**src/rtl/prod_accum.sv**
```systemverilog
// ============================================================================
// prod_accum : batches unsigned 16-bit products into a saturating 20-bit sum
// Revision   : 1.0 - initial release
// ============================================================================
`default_nettype none

module prod_accum (
  input  logic        clk,
  input  logic        reset,
  input  logic        p_valid,
  input  logic [15:0] p_data,
  output logic        p_ready,
  input  logic [7:0]  acc_len,
  input  logic        clr,
  output logic        out_valid,
  input  logic        out_ready,
  output logic [19:0] out_data,
  output logic        out_ovf,
  output logic        busy
);

  typedef enum logic [0:0] {
    ACCUM = 1'b0,
    HOLD  = 1'b1
  } state_t;

  state_t      state_q, state_d;
  logic [19:0] acc_q, acc_d;
  logic [8:0]  cnt_q, cnt_d;
  logic [8:0]  len_q, len_d;
  logic        ovf_q, ovf_d;

  logic        w_xfer;
  logic [20:0] w_sum;
  logic [8:0]  w_len_eff;
  logic [8:0]  w_cnt_inc;

  assign p_ready   = (state_q == ACCUM) && !clr;
  assign w_xfer    = p_valid && p_ready;
  assign w_sum     = {1'b0, acc_q} + {5'd0, p_data};
  assign w_cnt_inc = cnt_q + 9'd1;
  // The batch length is captured on its first product, so the first
  // transfer must compare against the live acc_len rather than len_q.
  assign w_len_eff = (cnt_q == 9'd0) ?
                     ((acc_len == 8'd0) ? 9'd256 : {1'b0, acc_len}) : len_q;

  always_comb begin
    state_d = state_q;
    acc_d   = acc_q;
    cnt_d   = cnt_q;
    len_d   = len_q;
    ovf_d   = ovf_q;
    case (state_q)
      ACCUM: begin
        if (clr) begin
          acc_d = 20'd0;
          cnt_d = 9'd0;
          ovf_d = 1'b0;
        end else if (w_xfer) begin
          acc_d = w_sum[20] ? 20'hFFFFF : w_sum[19:0];
          ovf_d = ovf_q | w_sum[20];
          cnt_d = w_cnt_inc;
          len_d = w_len_eff;
          if (w_cnt_inc == w_len_eff) state_d = HOLD;
        end
      end
      HOLD: begin
        if (out_ready) begin
          acc_d   = 20'd0;
          cnt_d   = 9'd0;
          ovf_d   = 1'b0;
          state_d = ACCUM;
        end
      end
      default: state_d = ACCUM;
    endcase
  end

  always_ff @(posedge clk) begin
    if (reset) begin
      state_q <= ACCUM;
      acc_q   <= 20'd0;
      cnt_q   <= 9'd0;
      len_q   <= 9'd0;
      ovf_q   <= 1'b0;
    end else begin
      state_q <= state_d;
      acc_q   <= acc_d;
      cnt_q   <= cnt_d;
      len_q   <= len_d;
      ovf_q   <= ovf_d;
    end
  end

  assign out_valid = (state_q == HOLD);
  assign out_data  = (state_q == HOLD) ? acc_q : 20'd0;
  assign out_ovf   = (state_q == HOLD) && ovf_q;
  assign busy      = (cnt_q != 9'd0) || (state_q == HOLD);

endmodule

`default_nettype wire

```
**config.mk**
```make
export PLATFORM = sky130hd
export DESIGN_NAME = prod_accum
export DESIGN_NICKNAME = d
export VERILOG_FILES = /design/src/rtl/prod_accum.sv
export SDC_FILE = /design/constraint.sdc
export NUM_CORES = 1
export LEC_CHECK = 0
export CAP_MARGIN = 20
export CORE_ASPECT_RATIO = 1.2
export CORE_MARGIN = 3
export CORE_UTILIZATION = 45
export DETAILED_ROUTE_END_ITERATION = 8
export PLACE_DENSITY = 0.7
export SLEW_MARGIN = 25
export SYNTH_ARGS = -nofsm -noshare
export SYNTH_HDL_FRONTEND = slang
export SYNTH_SLANG_ARGS = --single-unit
```
**constraint.sdc**
```tcl
create_clock -name clk -period 5.2 [get_ports clk]
set_input_delay 0.52 -clock clk [delete_from_list [all_inputs] [get_ports clk]]
set_output_delay 0.52 -clock clk [all_outputs]
set_load 0.005 [all_outputs]
```
==> results.cfg <==
[clocking]
cts_tree = yes
cts_root_buffer = clkbuf_8
postCtsHoldBufs = 0
cts_buffers = 5
cts.repair.resized = 0
clkSlewWorstSetupHoldPaths_ps = 90
cts_setup_buffers = 0
worst_skew_pair.late_latency_ps = 300
clk_path_buf_depth = 2
cts.sinks = 40
cts-htree-levels = 2

[timing]
maxSlewHeadroom = 0.349
period_needed_ps = 3020
rsz0062_at_grt = false
final.period_utilization = 0.581
drv_slew = 0
setup_violations = 0
setup_slack_ps = 2180
finalClockSkew_ps = 8.82
fmax_mhz = 331
hold_viol = 0
finalSetupTns_ps = 0
tightest_slew_ps = 968

[drt]
dr.pass1.iters = 4
drt-total-wl_mm = 7.24
drtIter0Drc = 96
drtAntennaViolNets = 0
drc = 0
vias = 2778
wl_per_cell_um = 14.3
avgViaCountPerCell = 5.49

[floorplanning]
die_y_um = 93.5
die-area_mm2 = 0.00738
initial_utilization = 0.469
rows = 31
die_x_um = 78.9
ioPinCount = 53
core_area_mm2 = 0.00613

[layout]
final_cells = 506
num_antenna_cells = 0
final_common_cell = nand2_1
drive_gt1_frac = 0.0448
fin_nets = 471
final_cell_mix = 54 x nand2_1, 52 x clkdlybuf4s50_1, 40 x dfxtp_1, 37 x a21oi_1, 35 x nor2_1
utilization = 0.575
area_growth_syn_to_layout_pct = 22.8

[place]
pre_cts_slack_ps = 1870
dp_hpwl_mm = 5.33
placedCellCount = 498
io_buffers = 52
place.gp.congestion = 0.872

[global_route]
grt_pass1_wl_mm = 11.9
antenna_found_initial = 0
use_met3 = 0.0347
grt_util_met2 = 0.368
gr-total-overflow = 0
gr-max-usage-layer = met2
met1_usage = 0.235
grt_pass1_vias = 2636
grt_usage = 0.200
grt_max_degree = 29

[worst_hold_path]
min_path_type = reg -> reg

[critical_path]
cpMaxStageDelayCell = clkdlybuf4s50_1
critPathArrivalTime_ps = 3210
cp_cell_sequence = clkdlybuf4s50_1 -> ha_1 -> fa_1 -> a21oi_1 -> o211ai_1 -> a32oi_1 -> o21ai_2 -> nor2b_1 -> buf_4 -> o41ai_1 -> nand2_1
cp.required_ps = 5390
cpPeakStageDelay_ps = 410
worstSetupPathType = in -> reg
r2r_slack_ps = 2490
cp-end-kind = register
cp_max_fo = 12
cp-start-kind = primary input

[yosys]
synthFlopType = dfxtp_1
yosysTopAreaCellShare = 0.279
syn_inst = 377
synth-seq-cells = 40
synth.avg_cell_area_um2 = 7.62
synth_fp_nets = 425
synth_edf_count = 0
netlist_area_mm2 = 0.00287
ys.warnings.count = 0
async_reset_ff_frac = 0
ys_seq_area_frac = 0.279
yosys-top-cells-area = dfxtp_1 28%, ha_1 7.8%, nand2_1 7.1%
yosysUniqueCellTypes = 52
synth.largest_area_cell = dfxtp_1

[pwr]
ir_worst_vdd_mv = 0.146
powerDensity_mw_per_mm2 = 195
p_leak_uw = 0.00144

[flow_run]
drv_cap = 0

[outcome]
outcome = completed
-- per-stage QoR --
step                hold WS, ps  cell area (um^2)  total power (uW)
CTS                         457              3530               692
global placement            440              3440               474
finish                      454              3530               687
detailed placement          445              3440               476
global route                472              3530               723
floorplan                   428              2870               428
-- worst paths after layout --
kind,start,end,depth (start not counted)
worst max-delay path,p_data[0],acc_q[9],11
worst min register to register,acc_q[2],acc_q[2],2
worst max register to register,acc_q[0],acc_q[9],10
worst min-delay path,acc_q[2],acc_q[2],2
-- layout make-up --
| class | instances | area (um^2) |
|---|---|---|
| fillers | 631 | 2600 |
| multi-input cells | 312 | 1960 |
| flip-flops and latches | 40 | 801 |
| repair buffers | 55 | 543 |
| well taps | 82 | 103 |
| clock buffers | 5 | 68.8 |
| inverters | 9 | 33.8 |
| clock inverters | 3 | 18.8 |
-- flip-flops by register name, indices dropped and copies added, names as in the netlist --
| register | count |
|---|---|
| out_valid | 1 |
| cnt_q | 9 |
| acc_q | 20 |
| ovf_q | 1 |
| len_q | 9 |
-- synthesized netlist by cell type (all sizes together) (2+ instances only) --
master / count
a211oi: 2
a21o: 4
a21oi: 37
a22oi: 6
a31oi: 3
and2: 23
and3: 5
buf: 6
clkbuf: 10
dfxtp: 40
ha: 18
inv: 9
mux2i: 9
nand2: 55
nand2b: 2
nand3: 9
nand3b: 4
nand4: 3
nand4b: 2
nor2: 35
nor2b: 3
nor3: 6
nor4: 6
o211ai: 2
o21a: 3
o21ai: 28
o22a: 2
o22ai: 2
o31a: 2
or2: 2
xnor2: 18
xor2: 7
-- logic make-up (layout without fill, tap and decap cells) --
family | after synthesis | in the layout | share of synthesized area
XOR/XNOR | 25 | 25 | 0.0763
buffers and inverters | 25 | 72 | 0.0392
adder cells (fa/ha/maj) | 19 | 19 | 0.0854
flip-flops | 40 | 40 | 0.279
multiplexers | 9 | 9 | 0.0314
AO/OA/AOI/OAI | 101 | 101 | 0.213
AND/OR/NAND/NOR | 158 | 158 | 0.276
-- routing by layer --
layer  wire [um]  vias to the layer above
li1            -                     1420
met1        3180                     1294
met2        3730                       54
met3         222                       10
met4         105                        0
met5           0                        -
-- worst max-delay path: cells and delay by family --
kind / cells / cell delay (ps)
adder cells (fa/ha/maj): 2 / 650
AO/OA/AOI/OAI: 5 / 1140
buffers and inverters: 2 / 620
AND/OR/NAND/NOR: 2 / 280
-- power breakdown --
group	leakage [uW]	switching, uW	internal (uW)
Combinational	0.00107	77.1	70.2
Sequential	0.000325	6.68	316
Clock	0.0000479	124	93.8
Power figures use the tool's default switching activity.
